File: src/rtl/nibble_alu_acc.sv
`default_nettype none
// ============================================================================
// Module      : nibble_alu_acc
// Description : Handshaked nibble ALU with add, subtract, accumulate-over-N
//               and clear. Supports wrap or saturate, carry/borrow and overflow
//               flags, a sticky protocol error flag and a valid/ready result
//               port with backpressure.
// Revision    : 1.0 - initial release
// ============================================================================
module nibble_alu_acc #(
  parameter int WIDTH     = 4,
  parameter int ACC_WIDTH = 8,
  parameter int ACC_LEN   = 4,
  parameter int SAT       = 0
) (
  input  logic                 clk,
  input  logic                 reset,
  input  logic                 in_valid,
  output logic                 in_ready,
  input  logic [WIDTH-1:0]     a,
  input  logic [WIDTH-1:0]     b,
  input  logic [1:0]           mode,
  output logic                 out_valid,
  input  logic                 out_ready,
  output logic [ACC_WIDTH-1:0] sum,
  output logic                 carry,
  output logic                 ovf,
  output logic                 err
);

  localparam int         CNT_W    = $clog2(ACC_LEN + 1);
  localparam logic [1:0] C_MD_ADD = 2'b00;
  localparam logic [1:0] C_MD_SUB = 2'b01;
  localparam logic [1:0] C_MD_ACC = 2'b10;
  localparam logic [1:0] C_MD_CLR = 2'b11;

  typedef enum logic [1:0] {
    ST_IDLE  = 2'd0,
    ST_ACCUM = 2'd1,
    ST_HOLD  = 2'd2
  } state_t;

  state_t               r_state;
  logic [ACC_WIDTH-1:0] r_acc;
  logic [CNT_W-1:0]     r_cnt;
  logic                 r_ovf_acc;
  logic [ACC_WIDTH-1:0] r_sum;
  logic                 r_carry;
  logic                 r_ovf;
  logic                 r_err;
  logic                 r_out_valid;

  logic                 w_accept;
  logic [WIDTH:0]       w_add;
  logic [WIDTH:0]       w_sub;
  logic                 w_borrow;
  logic [ACC_WIDTH-1:0] w_sub_res;
  logic [ACC_WIDTH:0]   w_acc_t;
  logic                 w_acc_ovf;
  logic [ACC_WIDTH-1:0] w_acc_next;
  logic                 w_ovf_next;
  logic [CNT_W-1:0]     w_cnt_next;
  logic                 w_last;

  // Beat acceptance: refused in HOLD and while reset is asserted
  assign in_ready = !reset && (r_state != ST_HOLD);
  assign w_accept = in_valid && in_ready;

  // Single-beat arithmetic; the borrow is the top bit of the extended difference
  assign w_add     = {1'b0, a} + {1'b0, b};
  assign w_sub     = {1'b0, a} - {1'b0, b};
  assign w_borrow  = w_sub[WIDTH];
  assign w_sub_res = (w_borrow && (SAT != 0)) ? '0 : ACC_WIDTH'(w_sub[WIDTH-1:0]);

  // Accumulator step: one spare bit detects overflow of the running sum
  assign w_acc_t    = {1'b0, r_acc} + (ACC_WIDTH+1)'(a) + (ACC_WIDTH+1)'(b);
  assign w_acc_ovf  = w_acc_t[ACC_WIDTH];
  assign w_acc_next = (w_acc_ovf && (SAT != 0)) ? '1 : w_acc_t[ACC_WIDTH-1:0];
  assign w_ovf_next = r_ovf_acc | w_acc_ovf;
  assign w_cnt_next = r_cnt + 1'b1;
  assign w_last     = (w_cnt_next == CNT_W'(ACC_LEN));

  // Control FSM with registered result, flags and handshake
  always_ff @(posedge clk) begin
    if (reset) begin
      r_state     <= ST_IDLE;
      r_acc       <= '0;
      r_cnt       <= '0;
      r_ovf_acc   <= 1'b0;
      r_sum       <= '0;
      r_carry     <= 1'b0;
      r_ovf       <= 1'b0;
      r_err       <= 1'b0;
      r_out_valid <= 1'b0;
    end else begin
      case (r_state)
        ST_IDLE: begin
          if (w_accept) begin
            case (mode)
              C_MD_ADD: begin
                r_sum       <= ACC_WIDTH'(w_add);
                r_carry     <= w_add[WIDTH];
                r_ovf       <= 1'b0;
                r_out_valid <= 1'b1;
                r_state     <= ST_HOLD;
              end
              C_MD_SUB: begin
                r_sum       <= w_sub_res;
                r_carry     <= w_borrow;
                r_ovf       <= 1'b0;
                r_out_valid <= 1'b1;
                r_state     <= ST_HOLD;
              end
              C_MD_ACC: begin
                if (ACC_LEN == 1) begin
                  // First beat is also the last; cannot overflow by width rule
                  r_sum       <= ACC_WIDTH'(w_add);
                  r_carry     <= 1'b0;
                  r_ovf       <= 1'b0;
                  r_out_valid <= 1'b1;
                  r_acc       <= '0;
                  r_cnt       <= '0;
                  r_ovf_acc   <= 1'b0;
                  r_state     <= ST_HOLD;
                end else begin
                  r_acc     <= ACC_WIDTH'(w_add);
                  r_cnt     <= CNT_W'(1);
                  r_ovf_acc <= 1'b0;
                  r_state   <= ST_ACCUM;
                end
              end
              default: begin
                r_acc <= '0;
                r_cnt <= '0;
                r_err <= 1'b0;
              end
            endcase
          end
        end
        ST_ACCUM: begin
          if (w_accept) begin
            case (mode)
              C_MD_ACC: begin
                if (w_last) begin
                  r_sum       <= w_acc_next;
                  r_ovf       <= w_ovf_next;
                  r_carry     <= 1'b0;
                  r_out_valid <= 1'b1;
                  r_acc       <= '0;
                  r_cnt       <= '0;
                  r_ovf_acc   <= 1'b0;
                  r_state     <= ST_HOLD;
                end else begin
                  r_acc     <= w_acc_next;
                  r_cnt     <= w_cnt_next;
                  r_ovf_acc <= w_ovf_next;
                end
              end
              C_MD_CLR: begin
                r_acc     <= '0;
                r_cnt     <= '0;
                r_ovf_acc <= 1'b0;
                r_err     <= 1'b0;
                r_state   <= ST_IDLE;
              end
              // ADD/SUB mid-accumulation: beat dropped, protocol error latched
              default: r_err <= 1'b1;
            endcase
          end
        end
        ST_HOLD: begin
          if (out_ready) begin
            r_out_valid <= 1'b0;
            r_state     <= ST_IDLE;
          end
        end
        default: r_state <= ST_IDLE;
      endcase
    end
  end

  assign out_valid = r_out_valid;
  assign sum       = r_sum;
  assign carry     = r_carry;
  assign ovf       = r_ovf;
  assign err       = r_err;

endmodule
`default_nettype wire
File: config.mk
export PLATFORM = sky130hd
export DESIGN_NAME = nibble_alu_acc
export DESIGN_NICKNAME = d
export VERILOG_FILES = /design/src/rtl/nibble_alu_acc.sv
export SDC_FILE = /design/constraint.sdc
export NUM_CORES = 1
export LEC_CHECK = 0
export CELL_PAD_IN_SITES_DETAIL_PLACEMENT = 1
export CELL_PAD_IN_SITES_GLOBAL_PLACEMENT = 2
export CORE_MARGIN = 1.5
export CORE_UTILIZATION = 36
export DETAILED_ROUTE_END_ITERATION = 12
export GPL_ROUTABILITY_DRIVEN = 0
export PLACE_DENSITY_LB_ADDON = 0.1
export SYNTH_ARGS = -nofsm -noshare
export SYNTH_HDL_FRONTEND = slang
export SYNTH_SLANG_ARGS = --single-unit
File: constraint.sdc
create_clock -name clk -period 7.9 [get_ports clk]
set_clock_uncertainty 0.1 [all_clocks]
set_input_delay 1.58 -clock clk [delete_from_list [all_inputs] [get_ports clk]]
set_output_delay 1.58 -clock clk [all_outputs]
set_load 0.01 [all_outputs]
# ---- Word level (Yosys, flattened, before mapping)
# Index checks and enable logic that the tools add are counted.
dict set report totals {
  reg_bits 26
  latchBits 0
  ram_bits 0
  rom_bits 0
  in_bits 14
  output_inout_bits 13
  elab_cells 107
  memories 0
}
dict set report classes {
  addsub 5
  multipliers 0
  div_mod_pow 0
  n_lt_le_gt_ge 0
  eq_ne 21
  shift 0
  mux 55
  n_bitwise 1
  n_reduce_logical 16
}
# operator count
set op_table {}
lappend op_table {{8-bit one-hot mux with 2 select lines} 5}
lappend op_table {{8-bit 2-to-1 mux} 7}
lappend op_table {{1-bit 2-to-1 mux} 22}
lappend op_table {{2-bit != test (second input constant)} 11}
lappend op_table {{3-bit one-hot mux with 2 select lines} 3}
lappend op_table {{6-bit AND reduction} 3}
lappend op_table {{5-bit AND reduction} 3}
lappend op_table {{1-bit one-hot mux with 2 select lines} 7}
lappend op_table {{8-bit by 4-bit adder with 9-bit output} 1}
lappend op_table {{9-bit by 4-bit adder with 9-bit output} 1}
lappend op_table {{3-bit 2-to-1 mux} 3}
lappend op_table {{2-bit 2-to-1 mux} 4}
lappend op_table {{2-bit one-hot mux with 2 select lines} 2}
lappend op_table {{7-bit AND reduction} 1}
lappend op_table {{2-bit == test (second input constant)} 3}
lappend op_table {{3-bit != test (second input constant)} 2}
lappend op_table {{2-bit one-hot mux with 3 select lines} 1}
lappend op_table {{4-bit by 4-bit adder with 5-bit output} 1}
lappend op_table {{4-bit by 4-bit subtractor with 5-bit output} 1}
lappend op_table {{2-bit by 1-bit == test with 1-bit output (second input constant)} 2}
lappend op_table {{2-bit zero test} 2}
lappend op_table {{3-bit by 1-bit adder with 3-bit output (second input constant)} 1}
lappend op_table {{3-bit == test (second input constant)} 1}
lappend op_table {{3-bit by 1-bit != test with 1-bit output (second input constant)} 1}
lappend op_table {{9 further kinds} 10}

# ---- Logic depth before layout (Yosys ltp)
# Gate-level depths: netlist of run 1.
dict set report depth {
  word_depth 7
  ltp_mapped 8
  ltp_nobuf 8
}

# ---- Worst setup path before layout of run 1
# Ideal clock, no wire load.
dict set report synth_path {
  path_type {input port to flip-flop}
  start {input port a[1]}
  end {register r_acc[7]}
  setup_time_ns 0.131
  t_arrival_ns 3.435
  required_ns 7.669
  slack_ns 4.234
  path_stages 8
  path_buffers 0
  path_cell_list {fa_1 ha_1 inv_1 fa_1 nand3b_1 a211oi_1 xnor2_1 o32ai_1}
}
dict set report synth_between {
  elab_chain_cells 6
}
# item line
set synth_lines {}
lappend synth_lines {{start: declaration} 20} ;# input logic [WIDTH-1:0] a,
lappend synth_lines {{8-bit by 4-bit adder with 9-bit output} 76} ;# assign w_acc_t = {1'b0, r_acc} + (ACC_WIDTH+1)'(a) + (ACC_WIDTH+1)'(b);
lappend synth_lines {{9-bit by 4-bit adder with 9-bit output} 76}
lappend synth_lines {{8-bit 2-to-1 mux} 144} ;# if (w_last) begin
lappend synth_lines {{8-bit one-hot mux with 2 select lines} 142} ;# case (mode)
lappend synth_lines {{8-bit 2-to-1 mux} 141} ;# if (w_accept) begin
lappend synth_lines {{8-bit one-hot mux with 2 select lines} 96} ;# case (r_state)
lappend synth_lines {{end signal: assignment} 126} ;# r_acc <= ACC_WIDTH'(w_add);
lappend synth_lines {{end signal: assignment} 154} ;# r_acc <= w_acc_next;
lappend synth_lines {{end: declaration} 44} ;# logic [ACC_WIDTH-1:0] r_acc;
# Every way passes these cells. The select of a mux whose other input is x is not followed.
# A chain may end at the register's enable or synchronous reset.

# ---- Final worst setup path of run 1
dict set report layout_path {
  start {input port reset}
  end {output port in_ready}
}
dict set report layout_between {
  elab_chain_cells 2
}
# item line
set layout_lines {}
lappend layout_lines {{start: declaration} 17} ;# input logic reset,
lappend layout_lines {{1-bit zero test} 66} ;# assign in_ready = !reset && (r_state != ST_HOLD);
lappend layout_lines {{1-bit logical AND} 66}
lappend layout_lines {{end: declaration} 19} ;# output logic in_ready,
# Every way passes these cells.

==> out/qor.txt, run 1 <==
Post-route cell area -> 0.00244 mm2
H-Tree Depth -> 1
# rows -> 27
Average size of a mapped cell -> 8.83 um2
CTS Sinks -> 26
Initial Util -> 0.374
Area fraction of the dominant cell type after synthesis -> 0.253
CTS root buffer -> clkbuf_8
Hold Crit Class -> reg2reg
CTS Buf Count -> 3
Synthesized area -> 0.00206 mm2
Placed Area -> 0.00237 mm2
Die height -> 78.6 um
Cell count after synthesis -> 233
Reg clk slew, reported paths -> 0.10 ns
GR Util All Layers -> 0.194
Nets@finish -> 296
Synth top area cells -> dfxtp_1 (25%), ha_1 (11%), fa_1 (6.8%), a21oi_1 (3.9%), inv_1 (3.8%)
Top cell type by total area after synthesis -> dfxtp_1
R2r startpoint -> r_acc[1]
Rel. slew slack -> 0.638
CP arrival -> 2.94 ns
CTS max path bufs -> 2
Post-CTS Setup Bufs -> 0
Reg2Reg Depth -> 8
CTS resizes -> 0
Ratio of cells with drive above 1 in the final layout -> 0.0742
Post-synth cell types -> 61
Worst setup EP type -> output pin
Post-Route WL -> 5.62 mm
Hold_buf cts -> 0
Reg2reg end -> r_acc[7]
Max frequency -> 217 MHz
Crit path to -> in_ready
Required time worst endpoint -> 6.22 ns
Util after Layout -> 0.443
WL/cell -> 17.1 um
Maximum VDD drop -> 0.0648 mV
Status -> finished, final reports clean
Pin count of the biggest net entering global routing -> 28
Initial antenna violation count -> 0
Final Cycle Share -> 0.585
Gr ovfl total -> 0
Power density cells -> 153 mW/mm2
Via count -> 1777
Syn. warnings -> 0
Post-DP HPWL -> 4.35 mm
Flop and latch count out of synthesis -> 26
IO Pins -> 27
Global-route wire length before repair -> 9.40 mm
TritonCTS clock tree -> built
Final Max Slew Viols -> 0
Post-synth top flop -> dfxtp_1
Clk_lat worst skew -> 0.28 ns
Multi-input gate area -> 0.00141 mm2
RSZ-0062 raised after global routing -> false
Syn nets -> 272
WS Path Type -> in2out
Syn-to-layout area delta -> 18.5%
CP max FO -> 27
Die width -> 78.6 um
Share of the yosys chip area belonging to registers -> 0.253
Post-synth ARST share -> 0
DR iter-0 viols -> 65
Count of input and output buffers -> 26
Pleak -> 0.000907 uW
Maxcap violations -> 0
Core area -> 0.00551 mm2
Flop2flop setup slack -> 5.33 ns
Vias in the first global route -> 1847
Fill count -> 657
Via/cell ratio -> 5.42
Slew at the pin closest to its max-slew limit -> 0.541 ns
Die area -> 0.00618 mm2
Post-synth EDFFs -> 0
Number of inserted diodes -> 0
Setup TNS -> 0 ns
Kind of start point of the critical path -> input pin
Final setup violation count -> 0
Final hold vios -> 0
# DRC -> 0
Critical Path Start -> reset
Register area -> 520 um2
Antenna Nets Post-Route -> 0
TritonRoute pass-1 iters -> 4
Minimum clock period -> 4.62 ns
through the flow:
step | power [uW] | setup WS [ns] | hold slack, ns | instances
final | 373 | 3.28 | 0.381 | 328
after global routing | 394 | 3.21 | 0.425 | 328
after CTS | 377 | 3.27 | 0.389 | 328
after detailed placement | 261 | 3.27 | 0.370 | 324
after global placement | 260 | 3.28 | 0.378 | 324
after floorplan | 221 | 4.23 | 0.341 | 233
critical path: stages:
cell,delay [ns]
clkdlybuf4s50_1,0.45
buf_4,0.32
nor2_1,0.09
clkdlybuf4s50_1,0.49
logic make-up (layout without fill, tap and decap cells):
logic type	after synthesis	in the layout	synth area share
AO/OA/AOI/OAI	74	74	0.255
buffers and inverters	29	52	0.0620
flip-flops	26	26	0.253
AND/OR/NAND/NOR	72	72	0.218
adder cells (fa/ha/maj)	25	25	0.178
multiplexers	1	1	0.00547
XOR/XNOR	6	6	0.0292
layer usage:
metal / share of wire / track usage / wire length (um) / vias up
li1: - / - / - / 896
met1: 0.49 / 0.265 / 2750 / 860
met2: 0.48 / 0.329 / 2710 / 19
met3: 0.024 / 0.0244 / 133 / 2
met4: 0.0039 / 0.0357 / 22 / 0
met5: 0 / 0 / 0 / -
synthesized netlist by cell type (2+ instances only):
master / instances
buf_6: 2
buf_2: 3
a31oi_1: 4
nor2b_1: 10
nor3_1: 3
or3_1: 2
a32oi_1: 2
dfxtp_1: 26
clkbuf_1: 3
fa_1: 7
a21o_1: 2
a21oi_2: 2
nand2_1: 11
and3_1: 2
xnor2_1: 4
a211oi_1: 8
a221oi_1: 2
inv_1: 21
a22oi_1: 2
o21a_1: 4
o21ai_0: 11
nor3b_1: 2
nand3b_1: 2
o211ai_1: 2
ha_1: 18
nor3b_4: 2
o31ai_1: 2
nand2b_1: 8
nor2_1: 10
nand3_1: 6
nand4_1: 3
o32ai_1: 2
a21oi_1: 16
or2_4: 2
power breakdown:
part | internal (uW) | total, uW | switching (uW)
Sequential | 137 | 141 | 4.24
Clock | 67.9 | 116 | 48.0
Combinational | 50.4 | 115 | 65.0
Total | 256 | 373 | 117
how the worst min path moves through the flow:
stage | from | endpoint | slack [ns] | cells past startpoint
floorplan | r_ovf_acc | r_ovf_acc | 0.34 | 2
CTS | r_cnt[1] | r_cnt[1] | 0.39 | 2
global placement | r_ovf_acc | r_ovf_acc | 0.38 | 2
global route | sum[0] | sum[0] | 0.42 | 2
detailed placement | r_ovf_acc | r_ovf_acc | 0.37 | 2
finish | r_ovf_acc | r_ovf_acc | 0.38 | 2
layout make-up:
class	count	area share
Clock inverter	1	0.0123
Inverter	21	0.0323
Tap cell	72	0.0369
Multi-Input combinational cell	178	0.578
Clock buffer	3	0.0169
Sequential cell	26	0.213
Timing Repair Buffer	27	0.110
registers in the layout (all words and copies together) (netlist names):
name,flops
r_state,2
carry,1
r_acc,8
ovf,1
out_valid,1
sum,8
r_ovf_acc,1
r_cnt,3
err,1
layout by cell type, fill, tap and decap left out, types with 3 or more instances in the layout:
cell type / synthesis / routed
ha_1: 18 / 18
nor2b_1: 10 / 10
nand3_1: 6 / 6
clkbuf_8: 0 / 3
dfxtp_1: 26 / 26
nand2_1: 11 / 11
nand4_1: 3 / 3
nand2b_1: 8 / 8
a21oi_1: 16 / 16
xnor2_1: 4 / 4
fa_1: 7 / 7
o21a_1: 4 / 4
nor3_1: 3 / 3
clkdlybuf4s50_1: 0 / 26
a211oi_1: 8 / 8
inv_1: 21 / 21
o21ai_0: 11 / 11
a31oi_1: 4 / 4
nor2_1: 10 / 10
Note: power is estimated with default switching activity, not from simulation.
==> run 2, diff against run 1 <==
--- a/config.mk
+++ b/config.mk
@@ -8,7 +8,7 @@
 export CELL_PAD_IN_SITES_DETAIL_PLACEMENT = 1
 export CELL_PAD_IN_SITES_GLOBAL_PLACEMENT = 2
 export CORE_MARGIN = 1.5
-export CORE_UTILIZATION = 36
+export CORE_UTILIZATION = 34
 export DETAILED_ROUTE_END_ITERATION = 12
 export GPL_ROUTABILITY_DRIVEN = 0
 export PLACE_DENSITY_LB_ADDON = 0.1
==> constraint.sdc (replaced) <==
create_clock -name clk -period 4.78 [get_ports clk]
set_clock_uncertainty 0.1 [all_clocks]
set_input_delay 0.956 -clock clk [delete_from_list [all_inputs] [get_ports clk]]
set_output_delay 0.956 -clock clk [all_outputs]
set_load 0.01 [all_outputs]
==> run 2 against run 1 <==
Effect of this change:
- global-route usage up 0.82 points
- sequential power up 66%
- critical endpoint is now r_acc[7]
- power up 49%
- cell count up 0.61%
- sequential share of layout area up 0.23 points
- clock-buffer cell count unchanged
- highest routed layer unchanged
- clock power up 12%
- register-to-register slack worse by 3.1 ns
==> out/qor.txt, run 2 (same netlist as run 1, synthesis figures left out) <==
Status -> finished, final reports clean (unchanged)
R2r startpoint -> r_acc[1] (unchanged)
Core area -> 0.00589 mm2 (was 0.00551 mm2)
Met2 usage -> 0.327 (was 0.329)
WL/cell -> 18.0 um (was 17.1 um)
CTS root buffer -> clkbuf_8 (unchanged)
Die height -> 80.8 um (was 78.6 um)
Die width -> 80.8 um (was 78.6 um)
CTS resizes -> 0 (unchanged)
CTS max path bufs -> 2 (unchanged)
H-Tree Depth -> 1 (unchanged)
DR iter-0 viols -> 59 (was 65)
Initial Util -> 0.350 (was 0.374)
Util after Layout -> 0.410 (was 0.443)
Post-DP HPWL -> 4.63 mm (was 4.35 mm)
# DRC -> 0 (unchanged)
CTS Buf Count -> 3 (unchanged)
Maxcap violations -> 0 (unchanged)
Global-route wire length before repair -> 10.1 mm (was 9.40 mm)
Syn-to-layout area delta -> 17.2% (was 18.5%)
Reg clk slew, reported paths -> 0.10 ns (about the same)
Via count -> 1812 (was 1777)
WS Path Type -> in2reg (was in2out)
Hold endpoint -> sum[0] (was r_ovf_acc)
Number of inserted diodes -> 0 (unchanged)
# rows -> 28 (was 27)
Final setup violation count -> 0 (unchanged)
Antenna Nets Post-Route -> 0 (unchanged)
Switching Share -> 0.341 (was 0.315)
Power share of the combinational group -> 0.345 (was 0.310)
Minimum clock period -> 3.55 ns
Sequential share of power -> 0.421 (was 0.379)
Post-Route WL -> 5.94 mm (was 5.62 mm)
Fill count -> 712 (was 657)
Most used routing layer -> met2 (unchanged)
Setup TNS -> 0 ns (unchanged)
Ratio of cells with drive above 1 in the final layout -> 0.0706 (was 0.0742)
Vias in the first global route -> 1935 (was 1847)
TritonCTS clock tree -> built (unchanged)
Slew at the pin closest to its max-slew limit -> 0.574 ns (was 0.541 ns)
Post-route cell area -> 0.00241 mm2 (was 0.00244 mm2)
Reg2Reg Depth -> 8 (unchanged)
Gr ovfl total -> 0 (unchanged)
CTS Sinks -> 26 (unchanged)
RSZ-0062 raised after global routing -> false (unchanged)
Clk_lat worst skew -> 0.27 ns (was 0.28 ns)
Met1 usage -> 0.293 (was 0.265)
Worst Hold Launch -> sum[0] (was r_ovf_acc)
Maximum VDD drop -> 0.123 mV (was 0.0648 mV)
Pleak -> 0.000893 uW (was 0.000907 uW)
Rel. slew slack -> 0.616 (was 0.638)
Final Max Slew Viols -> 0 (unchanged)
Most frequent cells in the layout -> dfxtp_1 (26), clkdlybuf4s50_1 (26), inv_1 (21) (unchanged)
Nets@finish -> 296 (unchanged)
IO Pins -> 27 (unchanged)
Final Cycle Share -> 0.742
Pin count of the biggest net entering global routing -> 21 (was 28)
Reg2reg end -> r_acc[7] (unchanged)
Global Route met3 Usage -> 0.0236 (was 0.0244)
GR Util All Layers -> 0.203 (was 0.194)
Count of input and output buffers -> 26 (unchanged)
Initial antenna violation count -> 0 (unchanged)
Hold_buf cts -> 0 (unchanged)
Final hold vios -> 0 (unchanged)
Worst setup EP type -> flop (was output pin)
Required time worst endpoint -> 4.84 ns (was 6.22 ns)
Power density cells -> 231 mW/mm2 (was 153 mW/mm2)
Worst Hold Path Cells -> 2 (unchanged)
Via/cell ratio -> 5.49 (was 5.42)
Max frequency -> 282 MHz
Clock network power share -> 0.234 (was 0.311)
Pint -> 367 uW (was 256 uW)
Die area -> 0.00653 mm2 (was 0.00618 mm2)
Flop2flop setup slack -> 2.20 ns (was 5.33 ns)
CP max FO -> 4 (was 27)
Kind of start point of the critical path -> input pin (unchanged)
Placed Area -> 0.00237 mm2 (about the same)
CP arrival -> 3.60 ns (was 2.94 ns)
TritonRoute pass-1 iters -> 4 (unchanged)
Psw -> 190 uW (was 117 uW)
Post-CTS Setup Bufs -> 0 (unchanged)
Hold Crit Class -> reg2reg (unchanged)
## run 2: final cells by class
type                            count  area, um2  area share
Multi-Input combinational cell    178       1410       0.585
Sequential cell                    26        520       0.216
Timing Repair Buffer               27        268       0.111
Tap cell                           75       93.8      0.0389
Inverter                           21       78.8      0.0327
Clock buffer                        3       41.3      0.0171
## run 2: how the worst max path moves through the flow
| stage | start | end | cells after the start |
|---|---|---|---|
| finish | a[1] | r_acc[7] | 9 |
| global route | a[1] | r_acc[7] | 9 |
| CTS | b[1] | r_acc[7] | 9 |
| global placement | a[1] | r_acc[7] | 9 |
| floorplan | a[1] | r_acc[7] | 8 |
| detailed placement | b[1] | r_acc[7] | 9 |
## run 2: critical path: stages
cell,delay (ns)
clkdlybuf4s50_1,0.52
fa_1,0.59
ha_1,0.20
inv_1,0.06
fa_1,0.39
nand3b_1,0.24
a211oi_1,0.33
xnor2_1,0.20
o32ai_1,0.11
## run 2: metal layers
| metal | share of wire | up-vias |
|---|---|---|
| met4 | 0.0052 | 0 |
| met3 | 0.027 | 5 |
| li1 | - | 894 |
| met2 | 0.45 | 25 |
| met5 | 0 | - |
| met1 | 0.52 | 888 |
## run 2: power groups by stage
| stage | Combinational, uW | Sequential (uW) | Clock (uW) |
|---|---|---|---|
| after CTS | 193 | 234 | 136 |
| after global placement | 192 | 239 | 0 |
| final | 192 | 234 | 130 |
| after floorplan | 126 | 239 | 0 |
| after detailed placement | 192 | 239 | 0 |
| after global routing | 215 | 235 | 145 |
## run 2: through the flow
step	std cells	power, uW	hold slack [ns]	worst slack, ns
after global placement	327	431	0.363	1.05
after detailed placement	327	431	0.370	1.01
after CTS	330	563	0.386	1.29
after global routing	330	596	0.408	1.03
after floorplan	233	365	0.341	1.74
final	330	556	0.381	1.23
==> run 3, diff against run 2 <==
--- a/config.mk
+++ b/config.mk
@@ -8,7 +8,7 @@
 export CELL_PAD_IN_SITES_DETAIL_PLACEMENT = 1
 export CELL_PAD_IN_SITES_GLOBAL_PLACEMENT = 2
 export CORE_MARGIN = 1.5
-export CORE_UTILIZATION = 34
+export CORE_UTILIZATION = 30
 export DETAILED_ROUTE_END_ITERATION = 12
 export GPL_ROUTABILITY_DRIVEN = 0
 export PLACE_DENSITY_LB_ADDON = 0.1
==> constraint.sdc (replaced) <==
create_clock -name clk -period 3.1 [get_ports clk]
set_clock_uncertainty 0.1 [all_clocks]
set_input_delay 0.62 -clock clk [delete_from_list [all_inputs] [get_ports clk]]
set_output_delay 0.62 -clock clk [all_outputs]
set_load 0.01 [all_outputs]
==> run 3 against run 2 <==
Effect of this change:
- global-route usage shrank 1.6 points
- setup slack got worse by 1.1 ns
- power up 77%
- sequential share of layout area decreased by 1.5 points
- wire length grew 7.3%
- cell area rose by 7.3%
- combinational power increased by 73%
- critical path type unchanged
==> out/qor.txt, run 3 (same netlist as run 1, synthesis figures left out) <==
Count of input and output buffers -> 26 (unchanged)
Most frequent cells in the layout -> dfxtp_1 (26), clkdlybuf4s50_1 (26), inv_1 (21) (unchanged)
Slew at the pin closest to its max-slew limit -> 0.440 ns (was 0.574 ns)
Die area -> 0.00737 mm2 (was 0.00653 mm2)
WS Path Type -> in2reg (unchanged)
Maxcap violations -> 0 (unchanged)
Syn-to-layout area delta -> 25.8% (was 17.2%)
# DRC -> 0 (unchanged)
Clk_lat worst skew -> 0.28 ns (was 0.27 ns)
Max frequency -> 339 MHz
Ratio of cells with drive above 1 in the final layout -> 0.139 (was 0.0706)
Via count -> 1918 (was 1812)
CP max FO -> 2 (was 4)
Final setup violation count -> 0 (unchanged)
CP cell instances -> clkdlybuf4s50_1 > fa_1 > ha_1 > inv_1 > fa_1 > buf_4 > xnor2_1 > a221oi_1 > o221ai_1 (was clkdlybuf4s50_1 > fa_1 > ha_1 > inv_1 > fa_1 > nand3b_1 > a211oi_1 > xnor2_1 > o32ai_1)
Hold_buf cts -> 0 (unchanged)
CTS root buffer -> clkbuf_8 (unchanged)
Initial antenna violation count -> 0 (unchanged)
Pin count of the biggest net entering global routing -> 26 (was 21)
DR iter-0 viols -> 67 (was 59)
Post-Route WL -> 6.38 mm (was 5.94 mm)
Final hold vios -> 0 (unchanged)
Initial Util -> 0.306 (was 0.350)
Die height -> 85.8 um (was 80.8 um)
Power density cells -> 381 mW/mm2 (was 231 mW/mm2)
Slowest stage delay, CP -> 0.56 ns (was 0.59 ns)
Rel. slew slack -> 0.707 (was 0.616)
Final Cycle Share -> 0.951
Most frequent CP cell -> fa_1 (unchanged)
Placed Area -> 0.00251 mm2 (was 0.00237 mm2)
IO Pins -> 27 (unchanged)
Number of inserted diodes -> 0 (unchanged)
# rows -> 30 (was 28)
CP arrival -> 3.00 ns (was 3.60 ns)
Final Max Slew Viols -> 0 (unchanged)
CTS resizes -> 0 (unchanged)
RSZ-0062 raised after global routing -> false (unchanged)
Core area -> 0.00672 mm2 (was 0.00589 mm2)
TritonRoute pass-1 iters -> 4 (unchanged)
CTS Buf Count -> 3 (unchanged)
Pleak -> 0.000995 uW (was 0.000893 uW)
Post-DP HPWL -> 5.04 mm (was 4.63 mm)
Vias in the first global route -> 1985 (was 1935)
Post-route cell area -> 0.00259 mm2 (was 0.00241 mm2)
Nets@finish -> 314 (was 296)
H-Tree Depth -> 1 (unchanged)
Fill count -> 776 (was 712)
Kind of start point of the critical path -> input pin (unchanged)
Antenna Nets Post-Route -> 0 (unchanged)
CTS max path bufs -> 2 (unchanged)
CTS Sinks -> 26 (unchanged)
Via/cell ratio -> 5.42 (was 5.49)
Status -> finished, final reports clean (unchanged)
Global-route wire length before repair -> 10.7 mm (was 10.1 mm)
Worst setup EP type -> flop (unchanged)
WL/cell -> 18.0 um (about the same)
Minimum clock period -> 2.95 ns
Setup TNS -> 0 ns (unchanged)
Gr ovfl total -> 0 (unchanged)
Slowest cell on the critical path -> fa_1 (unchanged)
Post-CTS Setup Bufs -> 0 (unchanged)
Die width -> 85.8 um (was 80.8 um)
Reg clk slew, reported paths -> 0.10 ns (about the same)
GR Util All Layers -> 0.186 (was 0.203)
Hold Crit Class -> reg2reg (unchanged)
Maximum VDD drop -> 0.144 mV (was 0.123 mV)
Required time worst endpoint -> 3.15 ns (was 4.84 ns)
TritonCTS clock tree -> built (unchanged)
## run 3: cell type report
cell class,instances,area (um2),area share
Clock inverter,1,30.0,0.0116
Inverter,21,78.8,0.0304
Multi-Input combinational cell,178,1420,0.547
Sequential cell,26,520,0.201
Timing Repair Buffer,45,403,0.156
Clock buffer,3,41.3,0.0159
Tap cell,80,100,0.0387
## run 3: path summary, 6_finish.rpt
path                                start         to  slack, ns  depth (start not counted)
worst max-delay path                 a[1]     sum[3]       0.15                          9
worst min-delay path            r_ovf_acc  r_ovf_acc       0.38                          2
worst max register to register   r_acc[1]     sum[3]       0.67                          8
worst min register to register  r_ovf_acc  r_ovf_acc       0.38                          2
## run 3: metal layers
layer	vias up	wire length (um)	share of wire	global-route usage
li1	941	-	-	-
met4	0	34	0.0053	0.0220
met5	-	0	0	0
met1	946	3140	0.49	0.262
met3	2	200	0.031	0.0250
met2	29	3000	0.47	0.314
## run 3: power by group
part | total (uW) | switching, uW | internal, uW
logic | 332 | 177 | 155
clock network | 295 | 122 | 173
registers | 360 | 10.2 | 350
total | 987 | 310 | 677
## run 3: worst max-delay path, delay by kind of cell
kind / cells / cell delay (ns)
xor gates and xnor gates: 1 / 0.15
adders and majority gates: 3 / 1.12
buffers and inverters: 3 / 0.66
AOI/OAI and AO/OA: 2 / 0.46
## run 3: stage by stage
step | hold slack (ns) | power, uW | worst slack [ns] | utilization | instances
finish | 0.384 | 987 | 0.151 | 0.385 | 354
global route | 0.404 | 1060 | 0.0276 | 0.385 | 354
CTS | 0.392 | 1010 | 0.0879 | 0.385 | 354
detailed placement | 0.375 | 701 | -0.201 | 0.374 | 350
global placement | 0.364 | 695 | -0.165 | 0.374 | 350
floorplan | 0.341 | 563 | 0.394 | - | 233
